## src/rtl/cpu_types_pkg.sv

```systemverilog
// Shared CPU datapath types: machine word, RAM handshake state and the
// memory-arbiter grant state.
package cpu_types_pkg;

   typedef logic [31:0] word_t;

   // RAM port status as reported by the memory model / controller.
   typedef enum logic [1:0] {
      FREE   = 2'd0,
      BUSY   = 2'd1,
      ACCESS = 2'd2,
      ERROR  = 2'd3
   } ramstate_t;

   // Which requester currently owns the RAM port.
   typedef enum logic [1:0] {
      IDLE = 2'd0,
      IGNT = 2'd1,
      DGNT = 2'd2
   } arb_state_t;

endpackage

```

## src/rtl/arb_starve_counter.sv

```systemverilog
// Saturating count of back-to-back data grants that were completed while an
// instruction fetch was left waiting. at_max tells the arbiter to let the
// fetch through on its next decision.
module arb_starve_counter #(
   parameter int STARVE_MAX = 4
) (
   input  logic clk,
   input  logic rst,
   input  logic inc,
   input  logic clr,
   output logic at_max
);

   localparam int W = $clog2(STARVE_MAX + 1);
   localparam logic [W-1:0] MAX_VAL = W'(STARVE_MAX);

   logic [W-1:0] count_reg;

   // Clear wins over increment; increment stops at the ceiling.
   always_ff @(posedge clk or posedge rst) begin
      if (rst) begin
         count_reg <= '0;
      end else if (clr) begin
         count_reg <= '0;
      end else if (inc && (count_reg != MAX_VAL)) begin
         count_reg <= count_reg + W'(1);
      end
   end

   assign at_max = (count_reg == MAX_VAL);

endmodule

```

## src/rtl/mem_arbiter.sv

```systemverilog
// Shares the single RAM port between instruction fetch and data access.
// Data side wins ties, but after STARVE_MAX data grants completed with a fetch
// waiting, the fetch is granted once. RAM enables and wait flags are gated by
// the live requests, so a dropped request releases the port the same cycle.
module mem_arbiter
   import cpu_types_pkg::*;
#(
   parameter int STARVE_MAX = 4
) (
   input  logic      CLK,
   input  logic      RST,
   input  logic      iREN,
   input  word_t     iaddr,
   output word_t     iload,
   output logic      iwait,
   input  logic      dREN,
   input  logic      dWEN,
   input  word_t     daddr,
   input  word_t     dstore,
   output word_t     dload,
   output logic      dwait,
   output logic      ramREN,
   output logic      ramWEN,
   output word_t     ramaddr,
   output word_t     ramstore,
   input  word_t     ramload,
   input  ramstate_t ramstate,
   output logic      arb_err
);

   arb_state_t state_reg;
   logic       arb_err_reg;
   logic       dreq;
   logic       ram_access;
   logic       i_done;
   logic       d_done;
   logic       starve_at_max;

   assign dreq       = dREN | dWEN;
   assign ram_access = (ramstate == ACCESS);
   // A grant completes only while its request is still live.
   assign i_done     = (state_reg == IGNT) && ram_access && iREN;
   assign d_done     = (state_reg == DGNT) && ram_access && dreq;

   arb_starve_counter #(
      .STARVE_MAX (STARVE_MAX)
   ) u_starve (
      .clk    (CLK),
      .rst    (RST),
      .inc    (d_done && iREN),
      .clr    ((d_done && !iREN) || i_done),
      .at_max (starve_at_max)
   );

   // Grant FSM plus sticky error flag; grants hold through FREE/BUSY/ERROR.
   always_ff @(posedge CLK or posedge RST) begin
      if (RST) begin
         state_reg   <= IDLE;
         arb_err_reg <= 1'b0;
      end else begin
         if ((state_reg != IDLE) && (ramstate == ERROR)) begin
            arb_err_reg <= 1'b1;
         end
         case (state_reg)
            IDLE: begin
               if (dreq && !(iREN && starve_at_max)) begin
                  state_reg <= DGNT;
               end else if (iREN) begin
                  state_reg <= IGNT;
               end
            end
            IGNT: begin
               if (!iREN || ram_access) begin
                  state_reg <= IDLE;
               end
            end
            DGNT: begin
               if (!dreq || ram_access) begin
                  state_reg <= IDLE;
               end
            end
            default: state_reg <= IDLE;
         endcase
      end
   end

   // RAM port steering; everything not owned by the current grant is zero.
   always_comb begin
      ramREN   = 1'b0;
      ramWEN   = 1'b0;
      ramaddr  = '0;
      ramstore = '0;
      case (state_reg)
         IGNT: begin
            ramREN  = iREN;
            ramaddr = iaddr;
         end
         DGNT: begin
            // Read+write together is a write.
            ramREN   = dREN & ~dWEN;
            ramWEN   = dWEN;
            ramaddr  = daddr;
            ramstore = dstore;
         end
         default: begin
         end
      endcase
   end

   // Completion handshake back to the pipeline.
   always_comb begin
      iwait = iREN & ~((state_reg == IGNT) & ram_access);
      dwait = dreq & ~((state_reg == DGNT) & ram_access);
      iload = i_done ? ramload : '0;
      dload = d_done ? ramload : '0;
   end

   assign arb_err = arb_err_reg;

endmodule

```

## config.mk

```make
export PLATFORM = sky130hd
export DESIGN_NAME = mem_arbiter
export DESIGN_NICKNAME = d
export VERILOG_FILES = /design/src/rtl/cpu_types_pkg.sv /design/src/rtl/arb_starve_counter.sv /design/src/rtl/mem_arbiter.sv
export SDC_FILE = /design/constraint.sdc
export NUM_CORES = 1
export LEC_CHECK = 0
export ABC_AREA = 1
export BUFFER_PORTS_ARGS = -buffer_cell sky130_fd_sc_hd__buf_2
export CORE_AREA = 2 2 103 105
export CTS_BUF_LIST = sky130_fd_sc_hd__clkbuf_16
export DETAILED_ROUTE_END_ITERATION = 7
export DIE_AREA = 0 0 105 107
export MAX_ROUTING_LAYER = met4
export PLACE_DENSITY = 0.62
export SLEW_MARGIN = 20
export SYNTH_ARGS = -nofsm -noshare
export SYNTH_HDL_FRONTEND = slang
export SYNTH_SLANG_ARGS = --single-unit
```

## constraint.sdc

```tcl
create_clock -name CLK -period 3.8 [get_ports CLK]
set_input_delay 0.57 -clock CLK [delete_from_list [all_inputs] [get_ports CLK]]
set_output_delay 0.57 -clock CLK [all_outputs]
set_load 0.05 [all_outputs]
```

Yosys cells after proc, flatten, opt, wreduce, memory -nomap -nowiden
Cells that the tools add are included.
{"block": "word_totals", "output_inout_bits": 133, "in_bits": 135, "ff_bits": 6, "elab_cells": 55}
{"block": "op_classes", "muxes": 13, "n_eq_ne": 9, "n_reduce_logical": 20, "bitwise": 9, "addsub": 1}
{"cell": "two-way mux 32 bit", "count": 3}
{"cell": "one-hot mux 32 bit (2 select lines)", "count": 1}
{"cell": "logical AND 1 bit", "count": 10}
{"cell": "two-way mux 2 bit", "count": 4}
{"cell": "equality test 2 bit, second input constant", "count": 3}
{"cell": "two-way mux 3 bit", "count": 2}
{"cell": "!= test 3 bit, second input constant", "count": 2}
{"cell": "one-hot mux 2 bit (3 select lines)", "count": 1}
{"cell": "bitwise AND 1 bit", "count": 5}
{"cell": "nonzero test 2 bit", "count": 2}
{"cell": "adder 3 x 1 -> 3 bit, second input constant", "count": 1}
{"cell": "equality test 3 bit, second input constant", "count": 1}
{"cell": "logical NOT 1 bit", "count": 3}
{"cell": "logical OR 1 bit", "count": 3}
{"cell": "NOT 1 bit", "count": 3}
{"cell": "AND reduction 3 bit", "count": 1}
{"cell": "equality test 2 x 1 -> 1 bit, second input constant", "count": 1}
{"cell": "logical NOT 2 bit", "count": 1}
{"cell": "!= test 2 x 1 -> 1 bit, second input constant", "count": 1}
{"cell": "!= test 2 bit, second input constant", "count": 1}
{"cell": "one-hot mux 1 bit (2 select lines)", "count": 1}
{"cell": "two-way mux 1 bit", "count": 1}
{"cell": "OR 1 bit", "count": 1}

Depth between registers and ports, before layout
Gate-level depths: netlist of the first run.
{"block": "depth", "word_depth": 7, "mapped_depth": 8, "ltp_nobuf": 8}

Cells and area by module
Synthesis of the first run repeated with hierarchy kept, for this count alone.
{"block": "unflattened", "cells_unflattened": 354, "hier_area_um2": 1687.9}
{"mod": "mem_arbiter", "cells_per_inst": 328, "area_per_inst_um2": 1498.9, "instances": 1}
{"mod": "arb_starve_counter", "cells_per_inst": 26, "area_per_inst_um2": 188.9, "instances": 1}

Least setup slack after synthesis of the first run
OpenSTA, ideal clock, no wires.
{"block": "synth_timing", "kind": "reg2out", "startpoint": "register state_reg[0]", "endpoint": "output port ramaddr[18]", "path_buffers": 2, "required_time_ns": 3.230, "setup_slack_ns": 1.424, "arrival_time_ns": 1.806, "path_stages_with_launch": 7, "cell_sequence": "dfrtp_1 > inv_1 > ha_1 > buf_2 > buf_4 > nand2_1 > a21oi_1"}
{"block": "synth_between", "elab_chain_len": 2, "elab_cells_between_ends": 3, "classes_between": "eq/ne (2); mux (1)"}
{"element": "start, declared", "line": "mem_arbiter.sv:31", "source": "arb_state_t state_reg;"}
{"element": "start signal, assigned", "line": "mem_arbiter.sv:58", "source": "state_reg <= IDLE;"}
{"element": "start signal, assigned", "line": "mem_arbiter.sv:67", "source": "state_reg <= DGNT;"}
{"element": "start signal, assigned", "line": "mem_arbiter.sv:69", "source": "state_reg <= IGNT;"}
{"element": "equality test 2 bit / equality test 2 x 1 -> 1 bit (equally long branches)", "line": "mem_arbiter.sv:93", "source": "case (state_reg)"}
{"element": "one-hot mux 32 bit (2 select lines) *", "line": "mem_arbiter.sv:93"}
{"element": "end, declared", "line": "mem_arbiter.sv:24", "source": "output word_t ramaddr,"}
Every way passes the cells marked *; elsewhere a longest branch is shown, timed or not.

Final worst setup path of the first run
{"block": "layout_timing", "startpoint": "register state_reg[0]", "endpoint": "output port ramaddr[20]"}
Same word-level chain as after synthesis.

==> results.py, run 1 <==
metrics = {
    "run_status": {
        "outcome": "complete, no violations",
    },
    "route": {
        "wl_um": 7850,
        "drt_first_pass_iters": 4,
        "first_iter_violations": 184,
        "detail-route-antenna-nets": 0,
        "post_drt_wl_per_cell_um": 10.7,
        "vias": 2827,
        "via_per_inst": 3.87,
        "drc": 0,
    },
    "yosys": {
        "yosys_warnings": 0,
        "ys_types": 18,
        "syn_inst": 342,
        "async_flop_share_pct": 100,
        "synth_edf_count": 0,
        "postSynthAreaPerCell_sq_um": 4.68,
        "synth_most_common_cell": "nand2_1",
        "synth_seq_cells": 6,
        "synth_area_leaders": "nand2_1 27%, inv_1 18%, nor2_1 13%, a21oi_1 10%, dfrtp_1 9.4%",
        "synth_top_area_share_pct": 26.8,
        "yosysSeqAreaShare_pct": 9.39,
        "synthesis.nets": 482,
        "yosysTopAreaCell": "nand2_1",
        "synth_top_flop_cell": "dfrtp_1",
        "syn-cell-area_sq_um": 1600,
        "synth_commonest_cells": "114 x nand2_1, 77 x inv_1, 57 x nor2_1, 33 x a21oi_1, 12 x nor2_2",
    },
    "critical_path": {
        "cp_top_family": "buffers and inverters",
        "cp.depth": 6,
        "max_stage_delay_ps": 490,
        "r2r_end": "state_reg[0]",
        "critPathMaxFanout": 67,
        "cp-start-kind": "flip-flop",
        "crit_path_end_kind": "output pin",
        "criticalPathCategory": "flip-flop to output pin",
        "path_cells": "inv_1 > ha_2 > buf_4 > nand2_1 > a21oi_1 > buf_2",
        "r2r-start": "state_reg[0]",
        "cpMaxStageDelayCell": "buf_4",
        "critical_path_arrival_ps": 2000,
        "cp_num_buf_inv": 3,
        "r2r_cells": 6,
        "r2r_slack_ps": 2110,
        "cp_data_required_time_ps": 3230,
    },
    "cells_and_area": {
        "finalNetCount": 737,
        "drive_above_1_share_pct": 48.4,
        "fin_util_pct": 30.6,
        "largest_reg_flops": 3,
        "fillCellCount": 1173,
        "syn_to_final_growth_pct": 93.1,
        "multi_input_area_sq_um": 1040,
        "diodes": 0,
        "layout.area.seq_sq_um": 150,
    },
    "sta": {
        "final_hold_viol_count": 0,
        "maxSlewHeadroom_pct": 57.3,
        "worstMarginPinSlew_ps": 640,
        "setup-tns-final_ps": 0,
        "fmax_mhz": 390,
        "min_period_over_period_pct": 67.5,
        "skew_ps": 0.893,
        "setup_viol": 0,
        "rsz0062_at_grt": "false",
        "maxSlewViolCount": 0,
        "period_needed_ps": 2570,
    },
    "global_routing": {
        "grt_max_degree": 68,
        "grt_pass1_wl_um": 11400,
        "grt_overflow": 0,
        "antenna_found_initial": 0,
        "grt_pass1_vias": 2408,
        "grt_usage_pct": 12.5,
    },
    "power_and_ir_drop": {
        "pwr-share-comb_pct": 87.3,
        "p_leak_nw": 2.29,
        "power_mw": 2.11,
        "pwr-share-clk_pct": 7.9,
        "ir_drop_mv": 0.432,
        "p_sw_share_pct": 71.5,
        "power.switching_mw": 1.51,
        "p_per_area_nw_per_um2": 685,
        "power_frac_seq_pct": 4.8,
        "internal_power_uw": 603,
    },
    "clock_tree": {
        "cts_num_sinks": 6,
        "clockRootBuffer": "clkbuf_16",
        "htreeDepth": 1,
        "clock_latency_ps": 220,
        "post_cts_resize_count": 0,
        "numCtsBuffers": 3,
        "hold_buffers": 0,
        "max-clock-path-buffers": 2,
        "cts_tree": "done",
        "cts_setup_buffers": 0,
        "cts.reportedPaths.clkPinSlew_ps": 30,
    },
    "placed_design": {
        "routabilityCongestion": 0.815,
        "portBuffers": 267,
        "dp_hpwl_um": 6410,
    },
    "die": {
        "num_rows": 37,
        "dieArea_sq_um": 11200,
        "coreArea_sq_um": 10100,
        "die_x_um": 105,
        "io_pins": 268,
        "start_util_pct": 15.8,
        "die_y_um": 107,
    },
    "flow_run": {
        "maxCapViolations": 0,
    },
    "worst_hold_path": {
        "worstHoldPathType": "input pin to async pin",
    },
}
cell type report:
cell class	count	area share [%]
Inverter	79	9.60
Timing Repair Buffer	270	44.0
Tap cell	136	5.51
Multi-Input combinational cell	237	33.6
Clock buffer	3	2.43
Sequential cell	6	4.86
power groups by stage:
stage               sequential (mW)  combinational (mW)  clock (mW)
floorplan                     0.100                1.44           0
global placement              0.103                1.86           0
detailed placement            0.103                1.86           0
CTS                           0.103                1.86       0.171
global route                  0.106                1.98       0.174
finish                        0.102                1.85       0.166
cells by family after synthesis:
group                    Yosys count  synth area share (%)
adder cells (fa/ha/maj)            5                  3.91
AND/OR/NAND/NOR                  195                  48.8
XOR/XNOR                           1                 0.548
AO/OA/AOI/OAI                     36                  11.4
flip-flops                         6                  9.39
buffers and inverters             99                  25.9
worst register-to-register path: cells and delay by family, from the launching register on:
kind | cells | cell delay, ps
buf+inv | 2 | 580
compound gates | 1 | 110
simple gates | 2 | 290
flops | 1 | 390
fa+ha+maj | 1 | 180
worst max-delay path by stage:
stage | startpoint | to | slack [ps]
3_3_place_gp | dREN | dload[0] | 1420
2_1_floorplan | state_reg[0] | ramaddr[18] | 1420
5_1_grt | state_reg[0] | ramaddr[22] | 1010
6_report | state_reg[0] | ramaddr[20] | 1230
4_1_cts | state_reg[0] | ramREN | 1200
3_5_place_dp | dREN | dload[10] | 1420
routing by layer:
layer | vias to the layer above | global-route usage (%) | share of wire (%)
met5 | - | - | 0
met4 | 0 | 2.67 | 0.60
met3 | 6 | 1.70 | 6.5
met2 | 125 | 22.8 | 51
met1 | 1208 | 14.8 | 42
li1 | 1488 | - | -
layout by cell type, fill, tap and decap left out, types with 3 or more instances in the layout:
| cell | n |
|---|---|
| inv_1 | 77 |
| dfrtp_1 | 6 |
| clkbuf_16 | 3 |
| buf_2 | 267 |
| nand4_1 | 3 |
| nand3_1 | 9 |
| a21oi_1 | 33 |
| nor2_1 | 57 |
| nor2_2 | 12 |
| ha_1 | 4 |
| nand2_1 | 114 |
| buf_4 | 3 |
per-stage QoR:
stage / instances / hold slack (ps) / setup WS (ps) / cell area (sq um)
2_1_floorplan: 342 / 361 / 1420 / 1600
3_5_place_dp: 728 / 487 / 1420 / 3010
6_report: 731 / 259 / 1230 / 3090
5_1_grt: 731 / 281 / 1010 / 3090
4_1_cts: 731 / 261 / 1200 / 3090
3_3_place_gp: 728 / 456 / 1420 / 3010
Note: power is estimated with default switching activity, not from simulation.
==> run 2: changes to the inputs <==
--- a/config.mk
+++ b/config.mk
@@ -7,12 +7,12 @@
 export LEC_CHECK = 0
 export ABC_AREA = 1
 export BUFFER_PORTS_ARGS = -buffer_cell sky130_fd_sc_hd__buf_2
-export CORE_AREA = 2 2 103 105
+export CORE_AREA = 2 2 105 107
 export CTS_BUF_LIST = sky130_fd_sc_hd__clkbuf_16
 export DETAILED_ROUTE_END_ITERATION = 7
-export DIE_AREA = 0 0 105 107
+export DIE_AREA = 0 0 107 109
 export MAX_ROUTING_LAYER = met4
-export PLACE_DENSITY = 0.62
+export PLACE_DENSITY = 0.61
 export SLEW_MARGIN = 20
 export SYNTH_ARGS = -nofsm -noshare
 export SYNTH_HDL_FRONTEND = slang
==> constraint.sdc (replaced) <==
create_clock -name CLK -period 2.7 [get_ports CLK]
set_input_delay 0.405 -clock CLK [delete_from_list [all_inputs] [get_ports CLK]]
set_output_delay 0.405 -clock CLK [all_outputs]
set_load 0.05 [all_outputs]
==> results.py, run 2 (synthesis gave the netlist of run 1 again) <==
metrics = {
    "cells_and_area": {
        "finalNetCount": 738,
        "syn_to_final_growth_pct": 93.9,
        "final_common_cell": "buf_2",
        "diodes": 0,
        "mostFrequentLayoutCells": "267 x buf_2, 114 x nand2_1, 77 x inv_1, 57 x nor2_1, 33 x a21oi_1",
        "largest_reg_flops": 3,
        "fillCellCount": 1220,
        "drive_above_1_share_pct": 48.5,
    },
    "power_and_ir_drop": {
        "ir_drop_mv": 0.721,
        "power_mw": 2.94,
        "p_per_area_nw_per_um2": 949,
        "p_leak_nw": 2.30,
    },
    "die": {
        "dieArea_sq_um": 11700,
        "die_y_um": 109,
        "start_util_pct": 15.1,
        "coreArea_sq_um": 10600,
        "die_x_um": 107,
        "num_rows": 38,
        "io_pins": 268,
    },
    "critical_path": {
        "r2r_end": "state_reg[1]",
        "critPathMaxFanout": 33,
        "r2r_cells": 6,
        "criticalPathCategory": "flip-flop to output pin",
        "r2r-start": "state_reg[0]",
        "r2r_slack_ps": 990,
        "crit_path_end_kind": "output pin",
        "cp-start-kind": "flip-flop",
        "cp_data_required_time_ps": 2300,
        "critical_path_arrival_ps": 2060,
    },
    "sta": {
        "worstMarginPinSlew_ps": 979,
        "maxSlewViolCount": 0,
        "final_hold_viol_count": 0,
        "setup-tns-final_ps": 0,
        "setup_viol": 0,
        "min_period_over_period_pct": 91.4,
        "skew_ps": 2.64,
        "period_needed_ps": 2470,
        "maxSlewHeadroom_pct": 34.7,
        "rsz0062_at_grt": "true",
        "fmax_mhz": 405,
    },
    "clock_tree": {
        "numCtsBuffers": 3,
        "htreeDepth": 1,
        "cts_num_sinks": 6,
        "cts.reportedPaths.clkPinSlew_ps": 30,
        "cts_setup_buffers": 0,
        "cts_tree": "done",
        "clockRootBuffer": "clkbuf_16",
        "clock_latency_ps": 230,
        "max-clock-path-buffers": 2,
    },
    "route": {
        "vias": 2750,
        "detail-route-antenna-nets": 0,
        "wl_met1_um": 3100,
        "dr_wl_met2_um": 3900,
        "post_drt_wl_per_cell_um": 10.2,
        "first_iter_violations": 142,
        "drc": 0,
        "drt_first_pass_iters": 4,
        "top_layer_used": "met3",
        "via_per_inst": 3.74,
        "wl_met3_um": 513,
        "wl_um": 7500,
    },
    "global_routing": {
        "antenna_found_initial": 0,
        "grt_usage_pct": 11.3,
        "grt_pass1_wl_um": 10700,
        "grt_pass1_vias": 2240,
        "grt_max_degree": 68,
        "grt_overflow": 0,
    },
    "worst_hold_path": {
        "worstHoldPathType": "input pin to async pin",
    },
    "run_status": {
        "outcome": "complete, no violations",
    },
    "flow_run": {
        "maxCapViolations": 0,
    },
    "placed_design": {
        "dp_hpwl_um": 6250,
        "portBuffers": 267,
        "routabilityCongestion": 0.821,
    },
}
run 2: worst max path at each step:
| stage | start | to | cells past startpoint |
|---|---|---|---|
| floorplan | state_reg[0] | ramaddr[18] | 6 |
| global placement | state_reg[0] | ramaddr[21] | 6 |
| detailed placement | state_reg[0] | ramaddr[3] | 5 |
| CTS | state_reg[0] | ramaddr[3] | 5 |
| global route | state_reg[0] | ramaddr[3] | 5 |
| finish | state_reg[0] | ramaddr[3] | 5 |
run 2: through the flow:
| step | hold slack, ps | util, % | area (sq um) | std cells | worst slack (ps) |
|---|---|---|---|---|---|
| 2_1_floorplan | 196 | - | 1600 | 342 | 489 |
| 3_3_place_gp | 322 | 28.5 | 3030 | 733 | 475 |
| 3_5_place_dp | 324 | 28.5 | 3030 | 733 | 448 |
| 4_1_cts | 87.5 | 29.2 | 3100 | 736 | 189 |
| 5_1_grt | 103 | 29.2 | 3100 | 736 | -2.00 |
| 6_report | 80.1 | 29.2 | 3100 | 736 | 231 |
run 2: critical path: stages, from the launching register on:
cell and delay (ps):
dfrtp_1 370, inv_1 80, ha_1 280, inv_1 700, a21oi_1 110, buf_2 270
run 2: what timing repair did:
item | in CTS | in global routing
resized for setup | 0 | 0
setup endpoints to repair | 0 | 1
hold buffers | 0 | 0
run 2: cell type report:
class / instances / area (sq um) / share of cell area [%]
timing repair buffer: 271 / 1370 / 44.1
multi-input combinational: 237 / 1040 / 33.5
inverter: 79 / 297 / 9.56
tap: 140 / 175 / 5.65
sequential: 6 / 150 / 4.84
clock buffer: 3 / 75.1 / 2.42
run 2: report_power, final:
group	switching (mW)	internal (mW)
Clock	0.0459	0.190
Sequential	0.0248	0.121
Combinational	2.04	0.526
run 2: per-layer routing:
metal / vias to the layer above / GRT usage, %
li1: 1492 / -
met1: 1152 / 14.8
met2: 106 / 20.1
met3: 0 / 0.598
met4: 0 / 1.11
met5: - / -
==> run 3: changes to the inputs <==
--- a/config.mk
+++ b/config.mk
@@ -7,13 +7,14 @@
 export LEC_CHECK = 0
 export ABC_AREA = 1
 export BUFFER_PORTS_ARGS = -buffer_cell sky130_fd_sc_hd__buf_2
-export CORE_AREA = 2 2 105 107
+export CORE_AREA = 2 2 103 105
 export CTS_BUF_LIST = sky130_fd_sc_hd__clkbuf_16
 export DETAILED_ROUTE_END_ITERATION = 7
-export DIE_AREA = 0 0 107 109
+export DIE_AREA = 0 0 105 107
 export MAX_ROUTING_LAYER = met4
-export PLACE_DENSITY = 0.61
+export PLACE_DENSITY = 0.63
 export SLEW_MARGIN = 20
 export SYNTH_ARGS = -nofsm -noshare
 export SYNTH_HDL_FRONTEND = slang
+export SYNTH_HIERARCHICAL = 1
 export SYNTH_SLANG_ARGS = --single-unit
==> results.py, run 3 <==
metrics = {
    "die": {
        "coreArea_sq_um": 10100,
        "start_util_pct": 16.7,
        "num_rows": 37,
        "io_pins": 268,
        "die_x_um": 105,
        "die_y_um": 107,
        "dieArea_sq_um": 11200,
    },
    "global_routing": {
        "antenna_found_initial": 0,
        "grt_overflow": 0,
        "grt_pass1_wl_um": 10900,
        "grt_pass1_vias": 2354,
        "grt_max_degree": 35,
        "grt_usage_pct": 12.0,
    },
    "cells_and_area": {
        "layout.area.seq_sq_um": 150,
        "diodes": 0,
        "mostFrequentLayoutCells": "267 x buf_2, 119 x nand2_1, 83 x inv_1, 66 x nor2_1, 33 x a21oi_1",
        "drive_above_1_share_pct": 46.1,
        "fin_util_pct": 31.3,
        "final_common_cell": "buf_2",
        "syn_to_final_growth_pct": 87.2,
        "finalNetCount": 751,
        "fillCellCount": 1160,
        "multi_input_area_sq_um": 1090,
        "largest_reg_flops": 3,
    },
    "critical_path": {
        "cpMaxStageDelayCell": "ha_1",
        "crit_path_end_kind": "output pin",
        "path_cells": "inv_1 > ha_1 > buf_4 > nand2_1 > a21oi_1 > buf_2",
        "cp-start-kind": "flip-flop",
        "cp_data_required_time_ps": 2300,
        "critPathMaxFanout": 22,
        "r2r_slack_ps": 790,
        "criticalPathCategory": "flip-flop to output pin",
        "max_stage_delay_ps": 410,
        "critical_path_arrival_ps": 2050,
    },
    "power_and_ir_drop": {
        "internal_power_uw": 794,
        "pwr-share-comb_pct": 85.7,
        "p_per_area_nw_per_um2": 842,
        "power_frac_seq_pct": 5.2,
        "p_leak_nw": 2.35,
        "p_sw_share_pct": 70.2,
        "ir_drop_mv": 0.355,
        "power.switching_mw": 1.87,
        "pwr-share-clk_pct": 9.1,
    },
    "sta": {
        "fmax_mhz": 407,
        "maxSlewViolCount": 0,
        "rsz0062_at_grt": "false",
        "min_period_over_period_pct": 91.0,
        "maxSlewHeadroom_pct": 73.1,
        "skew_ps": 0.834,
        "setup-tns-final_ps": 0,
        "final_hold_viol_count": 0,
        "period_needed_ps": 2460,
        "worstMarginPinSlew_ps": 404,
        "whs_ps": 43.0,
        "setup_viol": 0,
    },
    "route": {
        "drc": 0,
        "wl_um": 7590,
        "first_iter_violations": 181,
        "drt_first_pass_iters": 4,
        "detail-route-antenna-nets": 0,
        "vias": 2844,
        "post_drt_wl_per_cell_um": 10.2,
        "via_per_inst": 3.83,
    },
    "yosys": {
        "async_flop_share_pct": 100,
        "synth_commonest_cells": "119 x nand2_1, 83 x inv_1, 66 x nor2_1, 33 x a21oi_1, 8 x buf_2",
        "synth_top_area_share_pct": 26.5,
        "ys_types": 22,
        "synth_edf_count": 0,
        "syn-cell-area_sq_um": 1690,
        "muxShareOfSynthArea_pct": 0,
        "synth_most_common_cell": "nand2_1",
        "synth_top_flop_cell": "dfrtp_1",
        "synth_compound_area_share_pct": 11.3,
        "synth_fa_ha_area_share_pct": 5.19,
        "synthesis.nets": 496,
        "synthXorXnorAreaFrac_pct": 0,
        "synth_area_leaders": "nand2_1 26%, inv_1 18%, nor2_1 15%, a21oi_1 9.8%, dfrtp_1 8.9%",
        "yosysTopAreaCell": "nand2_1",
        "postSynthAreaPerCell_sq_um": 4.77,
        "yosys_warnings": 6,
        "synthSimpleGateAreaFrac_pct": 48.0,
        "yosysSeqAreaShare_pct": 8.90,
        "synth_seq_cells": 6,
        "synth_top_family_by_area": "simple AND/OR/NAND/NOR gates",
        "syn_inst": 354,
    },
    "flow_run": {
        "maxCapViolations": 0,
    },
    "clock_tree": {
        "cts_num_sinks": 6,
        "max-clock-path-buffers": 2,
        "post_cts_resize_count": 0,
        "htreeDepth": 1,
        "cts.reportedPaths.clkPinSlew_ps": 30,
        "clockRootBuffer": "clkbuf_16",
        "cts_setup_buffers": 0,
        "numCtsBuffers": 3,
        "cts_tree": "done",
        "hold_buffers": 0,
        "clock_latency_ps": 230,
    },
    "placed_design": {
        "routabilityCongestion": 0.739,
        "portBuffers": 267,
        "dp_hpwl_um": 6330,
    },
    "worst_hold_path": {
        "worstHoldPathType": "input pin to async pin",
    },
    "run_status": {
        "outcome": "complete, no violations",
    },
}
==> run 3: cell types whose count changed in the layout (fill, tap and decap cells not counted), moves of 2 or more <==
cell     previous run  this run
nand2_1           114       119
inv_2               2         0
nand3_1             9         6
inv_1              77        83
nor2_1             57        66
nand3_4             0         2
ha_1                4         7
nor2_2             12         2
==> run 3: cells by family after synthesis <==
family / count (synthesis)
flip-flops: 6
AO/OA/AOI/OAI: 37
buffers and inverters: 104
adder cells (fa/ha/maj): 7
AND/OR/NAND/NOR: 200
==> run 3: final timing paths <==
kind                            cells past startpoint                    end    startpoint
worst max-delay path                                6             ramaddr[3]  state_reg[1]
worst min-delay path                                2  u_starve/count_reg[1]           RST
worst max register to register                      9  u_starve/count_reg[2]  state_reg[0]
worst min register to register                      1                arb_err       arb_err
max in group asynchronous                           2                arb_err           RST
min in group CLK                                    3                arb_err   ramstate[1]
==> run 3: through the flow <==
step / instances / power (mW) / setup WS (ps) / instance area, sq um
after floorplan: 354 / 1.91 / 505 / 1690
after global placement: 740 / 2.44 / 445 / 3090
after CTS: 743 / 2.68 / 205 / 3160
after detailed placement: 740 / 2.43 / 444 / 3090
final: 743 / 2.66 / 244 / 3160
after global routing: 743 / 2.84 / 58.5 / 3160
==> run 3: power groups by stage <==
| stage | Combinational (mW) | Sequential (mW) | Clock [mW] |
|---|---|---|---|
| after detailed placement | 2.29 | 0.139 | 0 |
| final | 2.28 | 0.137 | 0.242 |
| after CTS | 2.30 | 0.138 | 0.246 |
| after global placement | 2.30 | 0.138 | 0 |
| after floorplan | 1.78 | 0.135 | 0 |
| after global routing | 2.44 | 0.142 | 0.257 |
==> run 3: routing by layer <==
| layer | up-vias | GRT usage, % | share of wire [%] |
|---|---|---|---|
| met5 | - | - | 0 |
| met4 | 0 | 2.29 | 0.61 |
| met3 | 5 | 2.98 | 9.2 |
| met2 | 146 | 23.2 | 51 |
| met1 | 1177 | 12.4 | 39 |
| li1 | 1516 | - | - |
==> run 3: area by class of cell <==
| type | count | area share (%) |
|---|---|---|
| Multi-Input combinational cell | 244 | 34.4 |
| Inverter | 83 | 9.86 |
| Clock buffer | 3 | 2.38 |
| Timing Repair Buffer | 271 | 43.2 |
| Sequential cell | 6 | 4.75 |
| Tap cell | 136 | 5.38 |
==> run 3: critical path, delay by kind of cell, from the launching register on <==
| kind | cells | cell delay, ps |
|---|---|---|
| fa+ha+maj | 1 | 410 |
| simple gates | 1 | 80 |
| buf+inv | 3 | 730 |
| compound gates | 1 | 200 |
| flops | 1 | 400 |
